--- config.mk ---
export PLATFORM = sky130hd
export DESIGN_NAME = fetch_stage
export DESIGN_NICKNAME = d
export VERILOG_FILES = /design/src/rtl/fetch_stage.sv
export SDC_FILE = /design/constraint.sdc
export NUM_CORES = 1
export LEC_CHECK = 0
export BUFFER_PORTS_ARGS = -buffer_cell sky130_fd_sc_hd__buf_2
export CORE_ASPECT_RATIO = 1.5
export CORE_MARGIN = 1.5
export CORE_UTILIZATION = 45
export DETAILED_ROUTE_END_ITERATION = 16
export PLACE_DENSITY = 0.64
export SETUP_SLACK_MARGIN = 0.15
export SLEW_MARGIN = 40
export SYNTH_ARGS = -nofsm -noshare
export SYNTH_HDL_FRONTEND = slang
export SYNTH_SLANG_ARGS = --single-unit
--- constraint.sdc ---
create_clock -name clk -period 6.2 [get_ports clk]
set_input_delay 0.31 -clock clk [delete_from_list [all_inputs] [get_ports clk]]
set_output_delay 0.31 -clock clk [all_outputs]
set_load 0.005 [all_outputs]
--- src/rtl/fetch_stage.sv ---
// Instruction fetch stage: owns the PC, issues in-order word fetches and buffers responses for decode.
// Define FETCH_PERF_EN to add the perf_fetched / perf_stall counters.
module fetch_stage #(
   parameter int              XLEN     = 32,
   parameter logic [XLEN-1:0] RESET_PC = '0,
   parameter int              DEPTH    = 2
) (
   input  logic            clk,
   input  logic            rst,
   output logic            imem_req_valid,
   input  logic            imem_req_ready,
   output logic [XLEN-1:0] imem_req_addr,
   input  logic            imem_resp_valid,
   input  logic [31:0]     imem_resp_data,
   input  logic            redirect_valid,
   input  logic [XLEN-1:0] redirect_pc,
   input  logic            id_stall,
   output logic            id_valid,
   output logic [31:0]     id_instr,
   output logic [XLEN-1:0] id_pc,
`ifdef FETCH_PERF_EN
   output logic [31:0]     perf_fetched,
   output logic [31:0]     perf_stall,
`endif
   output logic [4:0]      id_opcode
);

   localparam int              CW      = $clog2(DEPTH) + 1;
   localparam int              AW      = $clog2(DEPTH);
   localparam logic [CW-1:0]   DEPTH_C = CW'(DEPTH);
   localparam logic [31:0]     NOP     = 32'h0000_0013;

   logic [XLEN-1:0] pc;
   logic [CW-1:0]   outstanding, drop, fifo_count;
   logic [AW-1:0]   rd_ptr, wr_ptr, tag_rd, tag_wr;
   logic [XLEN-1:0] fifo_pc    [DEPTH];
   logic [31:0]     fifo_instr [DEPTH];
   logic [XLEN-1:0] tag_pc     [DEPTH];
   logic [CW:0]     in_use;
   logic            credit, accept, resp_keep, resp_drop, pop;
   logic [XLEN-1:0] redirect_target;

   function automatic logic [AW-1:0] inc(input logic [AW-1:0] p);
      return (p == AW'(DEPTH - 1)) ? '0 : p + 1'b1;
   endfunction

   // Buffered plus in-flight words may never exceed DEPTH, so a response always has a slot.
   assign in_use          = {1'b0, fifo_count} + {1'b0, outstanding};
   assign credit          = in_use < {1'b0, DEPTH_C};
   assign imem_req_valid  = !rst && !redirect_valid && credit;
   assign imem_req_addr   = pc;
   assign accept          = imem_req_valid && imem_req_ready;
   assign resp_keep       = imem_resp_valid && (drop == '0);
   assign resp_drop       = imem_resp_valid && (drop != '0);
   assign id_valid        = fifo_count != '0;
   assign pop             = id_valid && !id_stall && !redirect_valid;
   assign redirect_target = redirect_pc & ~XLEN'(3);

   always_ff @(posedge clk) begin
      if (rst) begin
         pc          <= RESET_PC;
         outstanding <= '0;
         drop        <= '0;
         fifo_count  <= '0;
         rd_ptr      <= '0;
         wr_ptr      <= '0;
         tag_rd      <= '0;
         tag_wr      <= '0;
      end else if (redirect_valid) begin
         // Every word still owed by memory becomes wrong-path; one arriving now is consumed here.
         pc          <= redirect_target;
         outstanding <= '0;
         drop        <= drop + outstanding + CW'(accept) - CW'(imem_resp_valid);
         fifo_count  <= '0;
         rd_ptr      <= '0;
         wr_ptr      <= '0;
         tag_rd      <= '0;
         tag_wr      <= '0;
      end else begin
         if (accept) begin
            pc     <= pc + XLEN'(4);
            tag_wr <= inc(tag_wr);
         end
         if (resp_drop) drop <= drop - 1'b1;
         if (resp_keep) begin
            wr_ptr <= inc(wr_ptr);
            tag_rd <= inc(tag_rd);
         end
         if (pop) rd_ptr <= inc(rd_ptr);
         outstanding <= outstanding + CW'(accept) - CW'(resp_keep);
         fifo_count  <= fifo_count + CW'(resp_keep) - CW'(pop);
      end
   end

   // Payload storage; validity is tracked entirely by the counters and pointers above.
   always_ff @(posedge clk) begin
      if (accept) tag_pc[tag_wr] <= pc;
      if (resp_keep) begin
         fifo_pc[wr_ptr]    <= tag_pc[tag_rd];
         fifo_instr[wr_ptr] <= imem_resp_data;
      end
   end

   assign id_instr  = id_valid ? fifo_instr[rd_ptr] : NOP;
   assign id_pc     = id_valid ? fifo_pc[rd_ptr] : '0;
   assign id_opcode = id_instr[6:2];

`ifdef FETCH_PERF_EN
   always_ff @(posedge clk) begin
      if (rst) begin
         perf_fetched <= '0;
         perf_stall   <= '0;
      end else begin
         if (pop)                  perf_fetched <= perf_fetched + 32'd1;
         if (id_valid && id_stall) perf_stall   <= perf_stall + 32'd1;
      end
   end
`endif

   fifo_no_overflow: assert property (@(posedge clk) disable iff (rst)
      !(resp_keep && !pop && !redirect_valid && fifo_count == DEPTH_C));

endmodule
* Word-level counts from Yosys, hierarchy flattened *
Memories as Yosys holds them, arrays and structs flattened. A register that Yosys moved wholly into a read port is not among the register bits.
Index checks and enable logic that the tools add are counted.

cells by class
  $lt $le $gt $ge = 1
  mux-type cells = 20
  reduce and logical (&&, ||, !) cells = 16
  add/sub/neg operators = 14

operators by type and width
  cell                                                                          count
  32-bit two-way mux                                                            4
  32-bit by 3-bit adder with 32-bit output, second input constant               1
  1-bit two-way mux                                                             14
  2-bit nonzero test                                                            4
  1-bit logical AND                                                             7
  2-bit by 1-bit adder with 2-bit output                                        3
  2-bit by 1-bit subtractor with 2-bit output                                   3
  1-bit adder, second input constant                                            4
  2-bit two-way mux                                                             2
  2-bit by 2-bit adder with 3-bit output                                        1
  1-bit logical NOT                                                             3
  3-bit by 2-bit less-than comparator with 1-bit output, second input constant  1
  2-bit adder                                                                   1
  2-bit logical NOT                                                             1
  2-bit OR reduction                                                            1
  2-bit by 1-bit subtractor with 2-bit output, second input constant            1

word-level totals
  output and inout port bits = 103
  flip-flop bits (word level) = 42
  memories kept = 3
  word-level logic and storage cells = 63
  memory bits (writable) = 192
  input port bits = 70

memories
  memory      words  bits a word  read ports  clocked after memory_dff  write ports  RTL line  RTL
  fifo_instr  2      32           1           1                         1            37        logic [31:0] fifo_instr [DEPTH];
  fifo_pc     2      32           1           1                         1            36        logic [XLEN-1:0] fifo_pc [DEPTH];
  tag_pc      2      32           1           1                         1            38        logic [XLEN-1:0] tag_pc [DEPTH];

* Logic depth before layout (Yosys ltp) *
Gate-level depths: netlist of run 1.

  word-level depth = 7
  gate-level depth with buffers = 12
  mapped depth without buffers = 10

* Worst setup path after synthesis of run 1 *
OpenSTA, ideal clock, no wires.

  kind = register to register
  from = reg drop[0]
  to = mem fifo_instr[0][0] (enable)
  stages on the path, launching flop included = 5
  setup time = 482 ps
  path buffers = 0
  data required time = 5718 ps
  arrival time = 3297 ps
  clock period less this slack = 3780 ps
  slack = 2420 ps
  cell sequence = dfxtp_1 inv_1 ha_1 nand2_1 nor2_1

on the way
  word-level cells in the longest chain between the ends = 4

ends and longest elaborated chain
  what                                     RTL line  RTL
  start, declared                          34        logic [CW-1:0] outstanding, drop, fifo_count;
  start signal, assigned                   73        drop <= drop + outstanding + CW'(accept) - CW'(imem_resp_valid);
  start signal, assigned                   84        if (resp_drop) drop <= drop - 1'b1;
  2-bit logical NOT                        53        assign resp_keep = imem_resp_valid && (drop == '0);
  1-bit logical AND                        53
  1-bit two-way mux                        98        if (resp_keep) begin
  1-bit two-way mux (implied by the code)  100       fifo_instr[wr_ptr] <= imem_resp_data;
  end, declared                            37

No other way between the ends.

* Worst setup path after layout of run 1 *
  from = reg outstanding[0]
  to = reg drop[1]

on the way
  word-level cells in the longest chain between the ends = 7
  elaborated cells on any way between the ends = 8
  those cells by class = add/sub (4); order compare (1); mux (1); reduce/logical (2)

ends and longest elaborated chain
  what                                                   RTL line  RTL
  start, declared                                        34
  start signal, assigned                                 90        outstanding <= outstanding + CW'(accept) - CW'(resp_keep);
  2-bit by 2-bit adder with 3-bit output                 48        assign in_use = {1'b0, fifo_count} + {1'b0, outstanding};
  3-bit by 2-bit less-than comparator with 1-bit output  49        assign credit = in_use < {1'b0, DEPTH_C};
  1-bit logical AND                                      50        assign imem_req_valid = !rst && !redirect_valid && credit;
  1-bit logical AND                                      52        assign accept = imem_req_valid && imem_req_ready;
  net accept                                             40        logic credit, accept, resp_keep, resp_drop, pop;
  2-bit by 1-bit adder with 2-bit output                 73
  2-bit by 1-bit subtractor with 2-bit output            73
  2-bit two-way mux                                      69        end else if (redirect_valid) begin

The timed path passes the listed nets, and every way through them passes these cells.
A chain may end at the register's enable or synchronous reset.

==> summary.txt, run 1 <==
Clock network
  • Post-CTS Setup Bufs: 0
  • Post-CTS sizing: 0
  • CTS tree: done
  • CTS max path bufs: 3
  • Clock Latency Late Sink: between 400 and 500 ps
  • Clk slew on worst S/H paths: ~60 ps
  • CTS H-tree depth: 1
  • Clock Root Buffer: clkbuf_16
  • # hold bufs at CTS: 14
  • Inserted Clock Buffers: 21
  • Clock tree sinks: roughly 230

Timing
  • RSZ-0062 raised after global routing: false
  • Clk_skew: roughly 13 ps
  • Period utilisation layout: 0.4922
  • Setup tns final: 0 ps
  • Setup Viol. Count Final: 0
  • Fin. Hold Viols: 0
  • Max-slew violations: 0
  • Slew @ Worst Pin: between 700 and 800 ps
  • Peak Freq: between 0.3 and 0.4 GHz
  • Slew headroom: 0.5280
  • Final worst path period need: between 3000 and 4000 ps

Final layout
  • Most frequent cells in the layout: 184 x edfxtp_1, 166 x buf_2, 90 x nor2_1
  • Area growth from synthesis to layout: 20.40%
  • Layout cell share with drive strength beyond 1: 0.3005
  • # diodes: 0
  • Most common cell after layout, fill and taps aside: edfxtp_1
  • Non-filler cells, final: approximately 1,100
  • Fin nets: around 910
  • Post-Layout Inst Area: about 11,000 sq um

Power and ir drop
  • Power Dens Cells: 306.5 nW/um^2
  • P_leak: roughly 4.1 nW
  • VDD IR-drop max: roughly 0.22 mV

Die
  • IO Count: 173
  • FP Rows: 64
  • Core Footprint: around 20,000 sq um
  • Die width: between 100 and 150 um
  • Die Height: 178.9 um
  • Initial Utilization: 0.4564
  • Die area: ~22,000 sq um

Critical path
  • Worst path max stage delay: 550 ps
  • Worst-path fanout max: 20
  • Kind of critical path: reg -> reg
  • Worst path most repeated cell: fa_1
  • CP Data Arrival Time: about 3400 ps
  • Crit path max-delay cell type: fa_1
  • Critical path capture point type: flop
  • Crit-path cells: and2_1 -> fa_1 -> nor3b_2 -> nand2_1 -> inv_1 -> fa_1 -> xor2_1 -> xnor2_1 -> a21oi_1 -> nor2_1
  • Worst setup SP type: flop
  • Worst endpoint required time: about 6600 ps

Global route
  • Vias in the first global route: 5,610
  • Largest net degree at the start of global routing: 63
  • Gr ovfl total: 0
  • Global-route wire length before repair: 28.26 mm
  • Overall Global Routing Usage: 0.1659
  • Antenna violations before repair: 0

Yosys
  • Syn_area_per_cell: between 10 and 15 sq um
  • Multiplexer area fraction after synthesis: 0.1066
  • Post-synthesis simple-gate area fraction: 0.1008
  • Prevailing post-synth register cell: edfxtp_1
  • Synth Area in Compound Gates: 0.03194
  • Synth Area in XOR/XNOR: 0.03491
  • Adder-cell area share of the yosys netlist: 0.01375
  • Largest family of logic cells by synthesized area: multiplexers
  • Post-synthesis instance total: 654
  • Fraction of registers with async set/reset: 0
  • Ys Warns: 0
  • Cell area after synthesis: about 9300 sq um
  • Flip-flop and latch count after synthesis: 226
  • Cell variety after synth: 48
  • EDFF count, synth: between 150 and 200
  • Seq/Total Area, Yosys: 0.6857

Routing
  • DRT iter0 DRCs: between 200 and 300
  • DRC viols: 0
  • Vias/cell: 5.085
  • Final Routed Wirelength: approximately 18 mm
  • DR vias: about 5,600
  • Routed wire per std cell: roughly 16 um
  • Antenna-violating nets left: 0
  • First-pass iteration count of the detailed router: 6

Placement
  • Port bufs: ~170
  • Placed Cells: 1,056
  • Hpwl dp: between 10 and 15 mm
  • Area post-placement: just over 10,000 sq um
  • Routability cong.: around 0.8

Status
  • Run status: finished, final reports clean

Worst hold path
  • HP Class: in -> reg

Run
  • Max_cap viols: 0
==> cells in the mapped netlist, types with 8 or more instances <==
library cell	count	share of area
xor2_1	17	0.016
dfxtp_1	42	0.091
nand3_1	8	0.0043
nor2_1	93	0.038
a211oi_1	9	0.0073
buf_4	9	0.0073
mux2_2	31	0.038
clkbuf_1	24	0.0097
and2_1	9	0.0061
nand2_1	25	0.010
and3_1	9	0.0061
nand4_1	13	0.0088
xnor2_1	20	0.019
a21oi_1	14	0.0075
mux2i_1	64	0.069
edfxtp_1	184	0.60
inv_1	12	0.0049
==> registers in the layout, summed over array words and instances, names as in the netlist, named ones only <==
register and count:
drop 2, fifo_count 2, fifo_instr 64, fifo_pc 60, imem_req_addr 30, outstanding 2, rd_ptr 1, tag_pc 60
tag_rd 1, tag_wr 1, wr_ptr 1
==> final timing paths <==
| kind | startpoint | endpoint | slack, ps | cells after the start |
|---|---|---|---|---|
| min | imem_resp_data[9] | fifo_instr[0][9] | 20 | 1 |
| max reg2reg | outstanding[0] | drop[1] | 3150 | 10 |
| min reg2reg | tag_rd | flop | 510 | 2 |
| max | outstanding[0] | drop[1] | 3150 | 10 |
==> worst max-delay path: cells and delay by family, from the launching register on <==
kind / cells / cell delay [ps]
adder cells (fa/ha/maj): 2 / 1020
flip-flops: 1 / 350
AO/OA/AOI/OAI: 1 / 140
AND/OR/NAND/NOR: 4 / 840
buffers and inverters: 1 / 260
XOR/XNOR: 2 / 310
==> layout make-up <==
cell class / instances / area, sq um
clock buffer: 30 / 569.3
clock inverter: 6 / 77.57
fill: 1768 / 9161
inverter: 12 / 45.04
multi-input combinational: 378 / 2708
sequential: 226 / 6370
tap: 264 / 330.3
timing repair buffer: 190 / 1079
==> per-layer routing <==
layer,global-route usage,vias to the layer above,share of wire
li1,-,2730,-
met1,0.1948,2703,0.40
met2,0.3107,165,0.53
met3,0.02481,26,0.048
met4,0.05245,0,0.021
met5,0,-,0
==> power by group <==
part	switching, W	internal, W
clock network	0.000508	0.000719
registers	0.0000561	0.00177
logic	0.000210	0.000158
total	0.000774	0.00265
==> metrics by stage <==
stage / power (W) / utilization / worst slack, ps / hold slack [ps]
after global placement: 0.002210 / 0.5086 / 3254 / 484.1
after global routing: 0.003567 / 0.5496 / 2963 / 1.498
after floorplan: 0.002085 / - / 2420 / 408.9
after detailed placement: 0.002231 / 0.5105 / 3169 / 489.1
final: 0.003426 / 0.5496 / 3149 / 16.93
after CTS: 0.003465 / 0.5492 / 3154 / 0.1886
==> cells by family (layout without fill, tap and decap cells) <==
kind of cell / after synthesis / in the layout
muxes: 95 / 95
buffers and inverters: 53 / 238
and+or+nand+nor: 188 / 188
adders and majority gates: 9 / 9
other: 1 / 4
AOI/OAI and AO/OA: 45 / 45
xor gates and xnor gates: 37 / 37
DFF: 226 / 226
Note: power is estimated with default switching activity, not from simulation.
==> run 2: changes to the inputs <==
- PLACE_DENSITY: 0.64 -> 0.66
- clock period: 6.2 -> 2.6 ns (I/O delays scaled with it)
==> run 2 against run 1 <==
First-iteration DRC count increased by 3.1%. Fmax is 23% higher. Die area is the same. Non-clock buffer count rose by 53. Global-route usage is 0.74 points higher. Combinational power rose to 2.7 times the previous value. Sequential power increased by 140%. Clock-buffer cell count up 4. Cell area increased by 6.9%. Setup slack lost 3000 ps. Largest cell class unchanged.
==> summary.txt, run 2 (synthesized netlist as in run 1, its figures left out) <==
Clock network
  • Clock Latency Late Sink: 490 ps (about the same)
  • Clk slew on worst S/H paths: 60 ps (about the same)
  • CTS tree: done
  • CTS H-tree depth: 1 (unchanged)
  • Clock Root Buffer: clkbuf_16
  • Clock tree sinks: 226 (unchanged)
  • CTS max path bufs: 3 (unchanged)
  • Inserted Clock Buffers: 22 (+4.8%)

Status
  • Run status: finished, final reports clean

Routing
  • DR vias: 5,912 (+5.1%)
  • Antenna-violating nets left: 0 (unchanged)
  • Vias/cell: 5.083 (about the same)
  • DRC viols: 0 (unchanged)
  • Routed wire per std cell: 16.42 um (+0.55%)
  • Final Routed Wirelength: 19.10 mm (+5.7%)
  • First-pass iteration count of the detailed router: 4 (-2)
  • DRT iter0 DRCs: 304 (+3.1%)

Run
  • Max_cap viols: 0 (unchanged)

Final layout
  • # diodes: 0 (unchanged)
  • Area growth from synthesis to layout: 28.73%
  • Largest registers: fifo_instr x64, fifo_pc x60, tag_pc x60
  • Biggest register: fifo_instr
  • Max FFs per register: 64 (unchanged)
  • Post-Layout Inst Area: 11,950 sq um (+6.9%)
  • Most frequent cells in the layout: 184 x edfxtp_1, 166 x buf_2, 90 x nor2_1
  • Layout cell share with drive strength beyond 1: 0.3148 (+0.01432)
  • Fin nets: 962 (+5.9%)
  • Most common cell after layout, fill and taps aside: edfxtp_1

Timing
  • Peak Freq: 0.4025 GHz (+23%)
  • Fin. Hold Viols: 0 (unchanged)
  • Setup Viol. Count Final: 0 (unchanged)
  • RSZ-0062 raised after global routing: true
  • Slew @ Worst Pin: 822.1 ps (+115.8 ps)
  • Period utilisation layout: 0.9555 (+0.4634)
  • Clk_skew: 10.36 ps (-2.202 ps)
  • Final worst path period need: 2484 ps (-567.0 ps)
  • Max-slew violations: 0 (unchanged)
  • Slew headroom: 0.4514 (-0.07666)

Die
  • Die area: 21,520 sq um (unchanged)
  • IO Count: 173 (unchanged)
  • Initial Utilization: 0.4564 (unchanged)
  • Core Footprint: 20,340 sq um (unchanged)
  • Die Height: 178.9 um (unchanged)
  • Die width: 120.3 um (unchanged)
  • FP Rows: 64 (unchanged)

Critical path
  • Worst endpoint required time: 2980 ps (-3570 ps)
  • CP Data Arrival Time: 2870 ps (-530 ps)
  • Critical path capture point type: flop
  • Worst-path fanout max: 6 (-70%)
  • Kind of critical path: reg -> reg
  • Worst setup SP type: flop

Global route
  • Overall Global Routing Usage: 0.1733 (+0.007384)
  • Largest net degree at the start of global routing: 63 (unchanged)
  • Antenna violations before repair: 0 (unchanged)
  • Global-route wire length before repair: 29.68 mm (+5.0%)
  • Gr ovfl total: 0 (unchanged)
  • Vias in the first global route: 6,005 (+7.0%)

Placement
  • Hpwl dp: 12.42 mm (+2.5%)
  • Area post-placement: 10,490 sq um (+1.0%)
  • Port bufs: 166 (unchanged)
  • Routability cong.: 0.8352 (+4.4%)

Power and ir drop
  • VDD IR-drop max: 0.5060 mV (+130%)
  • Power Dens Cells: 730.3 nW/um^2 (+140%)
  • Final Power: 0.008728 W (+150%)
  • P_leak: 4.445 nW (+7.8%)

Worst hold path
  • HP Class: in -> reg
## run 2: cell types whose count changed in the layout (fill, tap and decap cells not counted), sizes merged
cell         change
clkinv           -2
dlygate4sd3     +43
clkinvlp         +1
bufinv           +1
buf             +10
clkbuf           +4
## run 2: metrics by stage
| stage | setup WS [ps] | setup TNS [ps] | hold WS (ps) | utilization | instances |
|---|---|---|---|---|---|
| 2_1_floorplan | 40.19 | 0 | 228.9 | - | 657 |
| 3_3_place_gp | 58.65 | 0 | 318.4 | 0.5157 | 1061 |
| 3_5_place_dp | 39.10 | 0 | 322.5 | 0.5157 | 1061 |
| 4_1_cts | 145.1 | 0 | 15.58 | 0.5837 | 1158 |
| 5_1_grt | -0.8045 | -0.8045 | 46.38 | 0.5876 | 1163 |
| 6_report | 115.6 | 0 | 37.67 | 0.5876 | 1163 |
## run 2: layout make-up
cell class | count | area, sq um
fillers | 1658 | 8388
flip-flops and latches | 226 | 6375
multi-input cells | 378 | 2784
repair buffers | 243 | 1622
clock buffers | 34 | 688.2
well taps | 264 | 330.3
clock inverters | 6 | 107.6
inverters | 12 | 45.04
## run 2: power breakdown
group,internal [W],leakage [nW],switching (W)
registers,0.00423,2.05,0.000133
clock network,0.00212,0.388,0.00125
logic,0.000457,2.00,0.000540
## run 2: what timing repair did
| action | in CTS | in global routing |
|---|---|---|
| pin swaps | 0 | 5 |
| endpoints found under the setup margin | 4 | 26 |
| gates resized for setup | 3 | 8 |
| hold endpoints to repair | 88 | 0 |
| hold buffers | 57 | 0 |
| setup buffers | 0 | 5 |
## run 2: routing by layer
| metal | vias to the layer above | part of all wire | GRT usage |
|---|---|---|---|
| met1 | 2876 | 0.40 | 0.1986 |
| li1 | 2848 | - | - |
| met3 | 27 | 0.040 | 0.02067 |
| met2 | 161 | 0.54 | 0.3293 |
| met5 | - | 0 | 0 |
| met4 | 0 | 0.020 | 0.06422 |
## run 2: path summary, 6_finish.rpt
path / slack [ps] / to / startpoint / depth (start not counted)
worst max-delay path: 120 / outstanding[1] / outstanding[0] / 11
worst min-delay path: 40 / imem_req_addr[29] / redirect_pc[29] / 4
worst max register to register: 120 / outstanding[1] / outstanding[0] / 11
worst min register to register: 510 / flop / tag_rd / 2
## run 2: critical path, cell delays in order, from the launching register on
cell and delay, ps:
dfxtp_2 390, and2_4 160, fa_1 450, nor3b_2 280, nand2_2 150, buf_6 150, ha_4 250, inv_2 40
ha_4 150, xor2_2 150, xnor2_1 150, nor2_1 70
==> run 3: changes to the inputs <==
- PLACE_DENSITY: 0.66 -> 0.69
==> run 3 against run 2 <==
Clock-buffer cell count shrank 11. Setup slack gained 98 ps. Power fell by 4.9%. Clock skew up 7.9 ps.
==> summary.txt, run 3 (synthesized netlist as in run 1, its figures left out) <==
Final layout
  • # diodes: 0 (unchanged)
  • Most common cell after layout, fill and taps aside: edfxtp_1
  • Multi-input combinational cell area: 2766 sq um (-0.63%)
  • Most frequent cells in the layout: 184 x edfxtp_1, 166 x buf_2, 90 x nor2_1
  • Max FFs per register: 64 (unchanged)
  • Fillers: 1,636 (-1.3%)
  • Layout cell share with drive strength beyond 1: 0.3171 (+0.002279)
  • Post-Layout Inst Area: 11,880 sq um (-0.63%)
  • Register area: 6377 sq um (about the same)
  • Largest registers: fifo_instr x64, fifo_pc x60, tag_pc x60
  • Area growth from synthesis to layout: 27.92%
  • Fin nets: 966 (+0.42%)
  • Biggest register: fifo_instr

Critical path
  • Worst endpoint required time: 2810 ps (-170 ps)
  • R2R setup slack: 210 ps (+100 ps)
  • Crit path max-delay cell type: fa_2
  • Crit-path cells: and2_4 -> fa_2 -> nor3b_4 -> nand2_2 -> buf_6 -> buf_12 -> nor2_4 -> clkbuf_16
  • Worst path max stage delay: 500 ps (+50 ps)
  • Worst setup SP type: flop
  • Worst-path fanout max: 7 (+1)
  • Critical path capture point type: flop
  • CP Data Arrival Time: 2600 ps (-270 ps)
  • Kind of critical path: reg -> reg

Timing
  • Setup Viol. Count Final: 0 (unchanged)
  • Period utilisation layout: 0.9178 (-0.03776)
  • RSZ-0062 raised after global routing: true
  • Slew headroom: 0.5588 (+0.1075)
  • Max-slew violations: 0 (unchanged)
  • Clk_skew: 18.30 ps (+7.939 ps)
  • Fin. Hold Viols: 0 (unchanged)
  • Slew @ Worst Pin: 661.8 ps (-160.3 ps)
  • Peak Freq: 0.4191 GHz (+4.1%)
  • Setup tns final: 0 ps (unchanged)
  • Final worst path period need: 2386 ps (-98.16 ps)

Global route
  • Vias in the first global route: 5,764 (-4.0%)
  • Global-route wire length before repair: 28.58 mm (-3.7%)
  • Gr ovfl total: 0 (unchanged)
  • Antenna violations before repair: 0 (unchanged)
  • Overall Global Routing Usage: 0.1672 (-0.006063)
  • Largest net degree at the start of global routing: 63 (unchanged)

Power and ir drop
  • Share of power burned in combinational logic: 0.121 (+0.007)
  • Sequential share of power: 0.524 (+0.024)
  • Sw Share: 0.2316 (+0.01144)
  • Power Dens Cells: 699.1 nW/um^2 (-4.3%)
  • Clock Power Share: 0.355 (-0.031)
  • VDD IR-drop max: 0.4298 mV (-15%)
  • Switch Pwr: 0.001923 W (about the same)
  • P_leak: 4.411 nW (-0.78%)
  • Pint: 0.006380 W (-6.3%)

Die
  • IO Count: 173 (unchanged)
  • Die area: 21,520 sq um (unchanged)
  • Initial Utilization: 0.4564 (unchanged)
  • FP Rows: 64 (unchanged)
  • Core Footprint: 20,340 sq um (unchanged)
  • Die width: 120.3 um (unchanged)
  • Die Height: 178.9 um (unchanged)

Routing
  • Final Routed Wirelength: 18.40 mm (-3.7%)
  • DRC viols: 0 (unchanged)
  • DR vias: 5,839 (-1.2%)
  • DRT iter0 DRCs: 261 (-14%)
  • Vias/cell: 5.008 (-1.5%)
  • Antenna-violating nets left: 0 (unchanged)
  • Routed wire per std cell: 15.78 um (-3.9%)
  • First-pass iteration count of the detailed router: 4 (unchanged)

Clock network
  • CTS max path bufs: 3 (unchanged)
  • Clk slew on worst S/H paths: 70 ps (about the same)
  • Clock tree sinks: 226 (unchanged)
  • CTS H-tree depth: 1 (unchanged)
  • Clock Latency Late Sink: 500 ps (about the same)
  • Inserted Clock Buffers: 21 (-4.5%)
  • Clock Root Buffer: clkbuf_16
  • CTS tree: done

Placement
  • Area post-placement: 10,470 sq um (-0.19%)
  • Hpwl dp: 11.81 mm (-4.9%)
  • Routability cong.: 0.8190 (-1.9%)
  • Port bufs: 166 (unchanged)

Worst hold path
  • HP Class: in -> reg

Status
  • Run status: finished, final reports clean

Run
  • Max_cap viols: 0 (unchanged)
==> run 3: cell count changes in the layout (fill, tap and decap cells not counted), moves of 2 or more <==
cell and change:
clkinv_1 +4, clkbuf_8 -5, clkinv_2 +5, buf_4 +2
clkbuf_1 -3
==> run 3: timing repair <==
item                       in CTS  in global routing
hold buffers                   57                  0
pin swaps                       0                  4
buffers inserted                0                  8
resized for setup               3                 11
setup endpoints to repair       3                 38
hold endpoints to repair       88                  0
cloned                          0                  3
==> run 3: layout make-up <==
cell class / instances / area share
sequential: 226 / 0.5370
inverter: 12 / 0.003793
tap: 264 / 0.02781
timing repair buffer: 248 / 0.1430
clock inverter: 15 / 0.01064
multi-input combinational: 378 / 0.2329
clock buffer: 23 / 0.04488
==> run 3: metrics by stage <==
stage | worst slack, ps | utilization | power (W) | instances | hold WS [ps]
CTS | 144.5 | 0.5760 | 0.008333 | 1155 | 22.28
finish | 213.8 | 0.5839 | 0.008303 | 1166 | 35.69
global route | 131.3 | 0.5839 | 0.008652 | 1166 | 25.31
detailed placement | 42.39 | 0.5147 | 0.005338 | 1060 | 321.9
global placement | 46.58 | 0.5147 | 0.005307 | 1060 | 317.9
floorplan | 40.19 | - | 0.004976 | 657 | 228.9
==> run 3: metal layers <==
metal,vias to the layer above,GRT usage,wire [um]
met3,32,0.02067,644
li1,2852,-,-
met1,2806,0.1939,7564
met4,0,0.06912,539
met2,149,0.3112,9652
met5,-,0,0
==> run 3: path summary, 6_finish.rpt <==
path | startpoint | end | cells past startpoint
worst min-delay path | redirect_pc[28] | imem_req_addr[28] | 4
worst max register to register | fifo_count[0] | tag_pc[0][13] | 8
worst max-delay path | fifo_count[0] | tag_pc[0][13] | 8
worst min register to register | tag_rd | flop | 2
==> run 3: critical path: cells and delay by family, from the launching register on <==
kind,cells,cell delay (ps)
simple gates,4,770
fa+ha+maj,1,500
flops,1,340
buf+inv,3,480
==> run 3: power by group through the flow <==
| stage | sequential (W) | combinational (W) | clock (W) |
|---|---|---|---|
| after floorplan | 0.00440 | 0.000572 | 0 |
| after global placement | 0.00442 | 0.000883 | 0 |
| after detailed placement | 0.00444 | 0.000902 | 0 |
| after CTS | 0.00436 | 0.000975 | 0.00300 |
| after global routing | 0.00438 | 0.00112 | 0.00315 |
| final | 0.00435 | 0.00101 | 0.00294 |
